<file path="src/rtl/uart_rx_sampler_if.sv">
// Receive-side handshake bundle for uart_rx_sampler.
//   rx_data  : received byte, stable while rx_valid=1
//   rx_valid : holding register full
//   rx_ready : consumer accept; a transfer happens on rx_valid & rx_ready
// master = receiver (drives data/valid), slave = consumer (drives ready).
interface uart_rx_sampler_if;
  logic [7:0] rx_data;
  logic       rx_valid;
  logic       rx_ready;

  modport master (output rx_data, output rx_valid, input rx_ready);
  modport slave  (input rx_data, input rx_valid, output rx_ready);
endinterface

</file>
<file path="src/rtl/uart_rx_sampler.sv">
// uart_rx_sampler: oversampling UART receiver with a one-entry holding register.
//   Default frame is 8N1. Defining UART_RX_PARITY_EN switches to 8E1 and enables
//   the parity_err pulse; otherwise parity_err is tied 0.
// Ports:
//   hw_clk     system clock
//   rst        synchronous reset, active-high
//   uartrx     asynchronous serial line, idle high
//   rx_if      master side of uart_rx_sampler_if (rx_data/rx_valid out, rx_ready in)
//   rx_busy    frame in progress
//   frame_err  1-cycle pulse, stop bit sampled low
//   overrun    1-cycle pulse, byte completed while holding register full
//   parity_err 1-cycle pulse, even-parity mismatch (parity build only)
module uart_rx_sampler #(
  parameter int CLK_HZ     = 12000000,
  parameter int BAUD       = 9600,
  parameter int OVERSAMPLE = 16
) (
  input  logic              hw_clk,
  input  logic              rst,
  input  logic              uartrx,
  uart_rx_sampler_if.master rx_if,
  output logic              rx_busy,
  output logic              frame_err,
  output logic              overrun,
  output logic              parity_err
);
  localparam int DIV = CLK_HZ / (BAUD * OVERSAMPLE);
  localparam int DW  = (DIV > 1) ? $clog2(DIV) : 1;
  localparam int TW  = $clog2(OVERSAMPLE);
  localparam logic [DW-1:0] DIV_LAST = DW'(DIV - 1);
  localparam logic [TW-1:0] OS_LAST  = TW'(OVERSAMPLE - 1);
  localparam logic [TW-1:0] OS_HALF  = TW'(OVERSAMPLE / 2 - 1);

  typedef enum logic [2:0] {S_IDLE, S_START, S_DATA, S_PARITY, S_STOP, S_BREAK} state_t;

  // ---------------- input synchroniser ----------------
  logic sync1_q, sync1_d, rxs_q, rxs_d, rxs_prev_q, rxs_prev_d;
  logic fall;

  always_comb begin
    sync1_d    = uartrx;
    rxs_d      = sync1_q;
    rxs_prev_d = rxs_q;
  end

  // Reset to the idle level so leaving reset never looks like a start edge.
  always_ff @(posedge hw_clk) begin
    if (rst) begin
      sync1_q    <= 1'b1;
      rxs_q      <= 1'b1;
      rxs_prev_q <= 1'b1;
    end else begin
      sync1_q    <= sync1_d;
      rxs_q      <= rxs_d;
      rxs_prev_q <= rxs_prev_d;
    end
  end

  assign fall = rxs_prev_q & ~rxs_q;

  // ---------------- frame FSM ----------------
  state_t        state_q;
  logic [DW-1:0] div_q;
  logic [TW-1:0] tcnt_q;
  logic [2:0]    bit_q;
  logic [7:0]    shift_q;
  logic          deliver_q, frame_err_q;
  logic          tick;
`ifdef UART_RX_PARITY_EN
  logic          par_bit_q;
`endif

  assign tick = (div_q == DIV_LAST);

  always_ff @(posedge hw_clk) begin
    if (rst) begin
      state_q     <= S_IDLE;
      div_q       <= '0;
      tcnt_q      <= '0;
      bit_q       <= '0;
      shift_q     <= '0;
      deliver_q   <= 1'b0;
      frame_err_q <= 1'b0;
`ifdef UART_RX_PARITY_EN
      par_bit_q   <= 1'b0;
`endif
    end else begin
      deliver_q   <= 1'b0;
      frame_err_q <= 1'b0;
      // Held at 0 in IDLE, so the tick phase is anchored to the start edge.
      div_q <= (state_q == S_IDLE || tick) ? '0 : div_q + 1'b1;
      case (state_q)
        S_IDLE: begin
          if (fall) begin
            state_q <= S_START;
            tcnt_q  <= '0;
          end
        end
        S_START: begin
          if (tick) begin
            if (tcnt_q == OS_HALF) begin
              tcnt_q <= '0;
              if (!rxs_q) begin
                state_q <= S_DATA;
                bit_q   <= '0;
              end else begin
                state_q <= S_IDLE;  // glitch, silently dropped
              end
            end else begin
              tcnt_q <= tcnt_q + 1'b1;
            end
          end
        end
        S_DATA: begin
          if (tick) begin
            if (tcnt_q == OS_LAST) begin
              tcnt_q  <= '0;
              shift_q <= {rxs_q, shift_q[7:1]};
              bit_q   <= bit_q + 1'b1;
              if (bit_q == 3'd7) begin
`ifdef UART_RX_PARITY_EN
                state_q <= S_PARITY;
`else
                state_q <= S_STOP;
`endif
              end
            end else begin
              tcnt_q <= tcnt_q + 1'b1;
            end
          end
        end
`ifdef UART_RX_PARITY_EN
        S_PARITY: begin
          if (tick) begin
            if (tcnt_q == OS_LAST) begin
              tcnt_q    <= '0;
              par_bit_q <= rxs_q;
              state_q   <= S_STOP;
            end else begin
              tcnt_q <= tcnt_q + 1'b1;
            end
          end
        end
`endif
        S_STOP: begin
          if (tick) begin
            if (tcnt_q == OS_LAST) begin
              tcnt_q <= '0;
              if (rxs_q) begin
                deliver_q <= 1'b1;
                state_q   <= S_IDLE;
              end else begin
                frame_err_q <= 1'b1;
                state_q     <= S_BREAK;
              end
            end else begin
              tcnt_q <= tcnt_q + 1'b1;
            end
          end
        end
        S_BREAK: begin
          // A held-low line must go high before another start edge counts.
          if (rxs_q) state_q <= S_IDLE;
        end
        default: state_q <= S_IDLE;
      endcase
    end
  end

  // ---------------- holding register ----------------
  logic [7:0] rx_data_q, rx_data_d;
  logic       rx_valid_q, rx_valid_d;
  logic       overrun_q, overrun_d;
  logic       parity_err_q, parity_err_d;

  always_comb begin
    rx_data_d    = rx_data_q;
    rx_valid_d   = rx_valid_q;
    overrun_d    = 1'b0;
    parity_err_d = 1'b0;
    if (deliver_q) begin
      // A same-cycle accept frees the slot, so the new byte replaces the old one.
      if (!rx_valid_q || rx_if.rx_ready) begin
        rx_data_d  = shift_q;
        rx_valid_d = 1'b1;
      end else begin
        overrun_d = 1'b1;
      end
`ifdef UART_RX_PARITY_EN
      parity_err_d = ^{shift_q, par_bit_q};
`endif
    end else if (rx_valid_q && rx_if.rx_ready) begin
      rx_valid_d = 1'b0;
    end
  end

  always_ff @(posedge hw_clk) begin
    if (rst) begin
      rx_data_q    <= 8'h00;
      rx_valid_q   <= 1'b0;
      overrun_q    <= 1'b0;
      parity_err_q <= 1'b0;
    end else begin
      rx_data_q    <= rx_data_d;
      rx_valid_q   <= rx_valid_d;
      overrun_q    <= overrun_d;
      parity_err_q <= parity_err_d;
    end
  end

  assign rx_if.rx_data  = rx_data_q;
  assign rx_if.rx_valid = rx_valid_q;
  assign rx_busy        = (state_q != S_IDLE);
  assign frame_err      = frame_err_q;
  assign overrun        = overrun_q;
  assign parity_err     = parity_err_q;
endmodule
</file>
<file path="src/flat_wrapper.sv">
// flat-port wrapper written by rule: the top's interface ports become plain ports
module uart_rx_sampler_flat 
#(
  parameter int CLK_HZ     = 12000000,
  parameter int BAUD       = 9600,
  parameter int OVERSAMPLE = 16
)
  (hw_clk, rst, uartrx, rx_busy, frame_err, overrun, parity_err, rx_if_rx_data, rx_if_rx_valid, rx_if_rx_ready);
  uart_rx_sampler_if rx_if_i ();
  input  logic hw_clk;
  input  logic rst;
  input  logic uartrx;
  output logic rx_busy;
  output logic frame_err;
  output logic overrun;
  output logic parity_err;
  output wire logic [$bits(rx_if_i.rx_data)-1:0] rx_if_rx_data;
  output wire logic [$bits(rx_if_i.rx_valid)-1:0] rx_if_rx_valid;
  input wire logic [$bits(rx_if_i.rx_ready)-1:0] rx_if_rx_ready;
  assign rx_if_rx_data = rx_if_i.rx_data;
  assign rx_if_rx_valid = rx_if_i.rx_valid;
  assign rx_if_i.rx_ready = rx_if_rx_ready;
  uart_rx_sampler #(.CLK_HZ(CLK_HZ), .BAUD(BAUD), .OVERSAMPLE(OVERSAMPLE)) u_core (.hw_clk(hw_clk), .rst(rst), .uartrx(uartrx), .rx_if(rx_if_i), .rx_busy(rx_busy), .frame_err(frame_err), .overrun(overrun), .parity_err(parity_err));
endmodule
</file>
<file path="config.mk">
export PLATFORM = sky130hd
export DESIGN_NAME = uart_rx_sampler_flat
export DESIGN_NICKNAME = d
export VERILOG_FILES = /design/src/rtl/uart_rx_sampler_if.sv /design/src/rtl/uart_rx_sampler.sv /design/src/flat_wrapper.sv
export SDC_FILE = /design/constraint.sdc
export NUM_CORES = 1
export LEC_CHECK = 0
export ABC_AREA = 1
export CAP_MARGIN = 25
export CORE_ASPECT_RATIO = 1.2
export CORE_MARGIN = 4
export CORE_UTILIZATION = 47
export CTS_CLUSTER_SIZE = 28
export DETAILED_ROUTE_END_ITERATION = 7
export GPL_ROUTABILITY_DRIVEN = 0
export PLACE_DENSITY = 0.67
export SYNTH_ARGS = -nofsm -noshare
export SYNTH_HDL_FRONTEND = slang
export SYNTH_SLANG_ARGS = --single-unit
</file>
<file path="constraint.sdc">
create_clock -name hw_clk -period 1.8 [get_ports hw_clk]
set_input_delay 0.36 -clock hw_clk [delete_from_list [all_inputs] [get_ports hw_clk]]
set_output_delay 0.36 -clock hw_clk [all_outputs]
set_load 0.01 [all_outputs]
</file>
==> results.txt <==
----------------------------------------------------
[Floorplan]
  Std-Cell Core Area ... roughly 3600 sq um
  Number of core rows ... 24
  Total die area ... roughly 4800 sq um
  Starting utilization of the core area ... ~50%
  Die Width ... around 64 um
  IO Count ... 17
  Vertical extent of the die ... around 75 um

[Synthesis]
  Main combinational cell family by area after synthesis ... simple AND/OR/NAND/NOR gates
  Number of synthesis warnings ... 0
  Distinct cell type count of the synthesized netlist ... 28
  Post-synthesis instance area ... between 1500 and 2000 sq um
  Multiplexer share of the synthesized area ... 0%
  Share of synthesized area occupied by flip-flops and latches ... 45.71%
  Area fraction in and, or, nand and nor cells after synthesis ... between 20% and 30%
  Cell count after synthesis ... about 230
  Synthesized-area fraction occupied by xor and xnor cells ... under 10%
  Compound-Gate Fraction of Synth Area ... between 10% and 20%
  Adder-cell area share of the yosys netlist ... approximately 3.6%
  Number of flip-flops and latches in the synthesized netlist ... 40
  Mapped Nets ... between 200 and 250
  Average size of a mapped cell ... around 7.6 sq um

[Power and ir drop]
  Psw ... about 0.00096 W
  Total power per unit cell area ... roughly 1300 nW/um^2
  Worst vdd ir ... between 0.6 and 0.7 mV
  Internal power consumption ... approximately 0.0018 W
  Clock group share of total power ... slightly below 30%
  Sw Ratio ... 35.31%
  Part of the power in combinational logic ... approximately a third
  Register share of total power ... between 30% and 40%
  Power after layout ... 0.002714 W
  Leakage ... 0.8606 nW

[Detailed routing]
  Drt first-iter violations ... 44
  Number of vias in the routed layout ... roughly 1500
  Met1 routed wirelength after detailed routing ... 1579 um
  DRT Wirelength ... 3231 um
  Uppermost layer routed ... met4
  Met3 WL post-DR ... between 90 and 100 um
  Drt via density ... just over 5
  Number of search-and-repair iterations in the first detailed-routing pass ... 4
  Average detailed-routed wire length per instance ... 11.18 um
  Remaining DRCs ... 0
  Met2 WL ... around 1500 um
  Post-detailed-route count of antenna-violating nets ... 0

[Final layout]
  Net count of the finished layout ... about 260
  Most used cells in the layout excluding fill and tap cells ... dfxtp_1, nand2_1, inv_1
  Number of antenna diodes ... 0
  Most common cell after layout, fill and taps aside ... dfxtp_1
  Layout Utilization ... between 50% and 60%
  Layout cells sized above 1 ... between 10 and 15%
  Relative area change from synthesis to final layout ... 19.14%
  Final design instance area without fill ... between 2000 and 2500 sq um

[Global routing]
  Number of antenna violations at the first check in global routing ... 0
  Vias in the first global route ... about 1400
  GRT overflow ... 0
  Aggregate global-route resource usage ... between 10% and 20%
  Maximum number of pins on one net before global-route repair ... 20
  First-pass GRT wire length ... around 5700 um

[CTS]
  Clock slew at the register clock pins of the worst setup and hold paths ... approximately 0.08 ns
  Maximum level of the CTS H-tree ... 2
  CTS Buffer Depth ... 2
  Quantity of hold-fixing buffers added after cts ... 0
  Worst-Skew Late Latency ... approximately 0.29 ns
  Num CTS Buffers ... 5
  CTS tree ... done
  Clock root buffer master ... clkbuf_8
  TritonCTS sink count ... 40

[Worst setup path]
  Startpoint kind of the worst setup timing path ... flop
  Beginning of the worst register-to-register path ... u_core.tcnt_q[0]$_SDFFE_PP0P_
  CP peak stage delay ... between 0.3 and 0.4 ns
  Required @ worst endpoint ... 1.44 ns
  Worst setup path category ... flop to output port
  Cell chain of the critical path ... nor2_2 > nand2_1 > dlygate4sd2_1
  Arrival time of data at the critical path endpoint ... around 1.3 ns
  Maximum fanout along the worst path ... 5
  Slowest cell on the critical path ... dfxtp_2
  Worst Setup SP ... u_core.state_q[1]$_SDFFE_PP0P_
  Element type at the critical path end ... output port

[STA]
  RSZ-0062 raised after global routing ... false
  Number of setup violations in the final report ... 0
  Final total negative setup slack ... 0 ns
  Final critical-path setup slack ... 0.1850 ns
  Max Freq ... 619.2 MHz
  Final Skew ... approximately 0.0071 ns
  Final worst path period share ... 89.72%
  Final Hold Vio Count ... 0
  Minimum period implied by the final worst setup slack ... about 1.6 ns
  Number of max-slew violations in the final report ... 0

[Placement]
  Pre-CTS worst setup slack ... -0.05054 ns
  Area of placed instances ... roughly 1900 sq um
  HPWL after detailed placement ... 2332 um
  Buffers added on ports ... 15

[Hold path]
  Tightest Hold Check Type ... flop to flop
  Startpoint of the lowest-slack hold path ... u_core.rxs_d$_SDFF_PP1_

[Status]
  Outcome ... finished clean

[Run]
  Max-cap violations ... 0

----------------------------------------------------
-- final timing paths --
kind	to	slack [ns]	cells after the start
setup / recovery	rx_busy	0.19	3
hold / removal	u_core.rxs_prev_d$_SDFF_PP1_	0.41	1
setup reg to reg	u_core.bit_q[0]$_SDFFE_PP0P_	0.27	8
hold reg to reg	u_core.rxs_prev_d$_SDFF_PP1_	0.41	1
-- Yosys cell counts --
cell | n | share of area, %
conb_1 | 1 | 0.21
inv_1 | 24 | 5.1
nand2_1 | 37 | 7.9
nand2_2 | 6 | 2.1
dfxtp_1 | 40 | 46
nand3b_1 | 1 | 0.43
clkbuf_1 | 3 | 0.64
buf_6 | 1 | 0.64
nor2_2 | 4 | 1.4
o21a_1 | 2 | 0.86
nand4_1 | 3 | 1.1
nor2_4 | 2 | 1.3
nor2_1 | 23 | 4.9
a21oi_1 | 22 | 6.3
xor2_1 | 2 | 1.0
ha_1 | 5 | 3.6
buf_4 | 1 | 0.43
or2_2 | 2 | 0.71
a31oi_1 | 2 | 0.71
a21oi_2 | 2 | 1.0
nand3_1 | 11 | 3.1
nor3_1 | 4 | 1.1
buf_2 | 1 | 0.29
o21ai_0 | 19 | 5.4
nor3b_1 | 3 | 1.3
inv_2 | 5 | 1.1
nor4_1 | 1 | 0.36
nand3_2 | 2 | 1.1
-- cells by family after synthesis --
kind of cell / count (synthesis)
adder cells (fa/ha/maj): 5
other: 1
flip-flops: 40
buffers and inverters: 35
XOR/XNOR: 2
AO/OA/AOI/OAI: 47
AND/OR/NAND/NOR: 99
-- final cells by class --
class                   count  area, sq um
clock buffers               7        96.34
clock inverters             1        30.03
fillers                   365         1516
inverters                  29        108.9
multi-input cells         154        809.5
flip-flops and latches     40        802.0
well taps                  39        48.80
repair buffers             19        191.4
-- flip-flops by register name, summed over array words and instances, names as in the netlist --
name / flops
u_core.rx_if.rx_data: 8
u_core.shift_q: 8
u_core.div_q: 7
u_core.tcnt_q: 4
u_core.bit_q: 3
u_core.state_q: 3
u_core.deliver_q: 1
u_core.frame_err: 1
u_core.overrun: 1
u_core.rx_if.rx_valid: 1
u_core.rxs_d: 1
u_core.rxs_prev_d: 1
u_core.rxs_prev_q: 1
-- through the flow --
stage	instances	hold WS, ns
global route	289	0.4413
floorplan	229	0.3895
detailed placement	280	0.3978
CTS	288	0.4181
global placement	280	0.3923
finish	289	0.4126
-- worst max-delay path, delay by kind of cell (launching register included) --
kind,cells,cell delay (ns)
and+or+nand+nor,2,0.31
DFF,1,0.35
buffers and inverters,1,0.30
-- per-layer routing --
layer | up-vias | GRT usage (%)
li1 | 782 | -
met1 | 651 | 17.24
met2 | 25 | 26.22
met3 | 8 | 4.776
met4 | 0 | 8.633
met5 | - | 0
-- timing repair --
action	in CTS	in global routing
pin swaps	0	1
setup buffers	0	1
gates cloned	0	0
hold endpoints to repair	0	0
gates resized for setup	2	1
endpoints found under the setup margin	1	5
-- power by group through the flow --
stage	Clock, W	Sequential, W	Combinational, W
after global routing	0.000850	0.00104	0.00102
after floorplan	0	0.00103	0.000728
after CTS	0.000820	0.00103	0.000901
after detailed placement	0	0.00105	0.000914
after global placement	0	0.00105	0.000901
final	0.000787	0.00103	0.000895
Power figures use the tool's default switching activity.
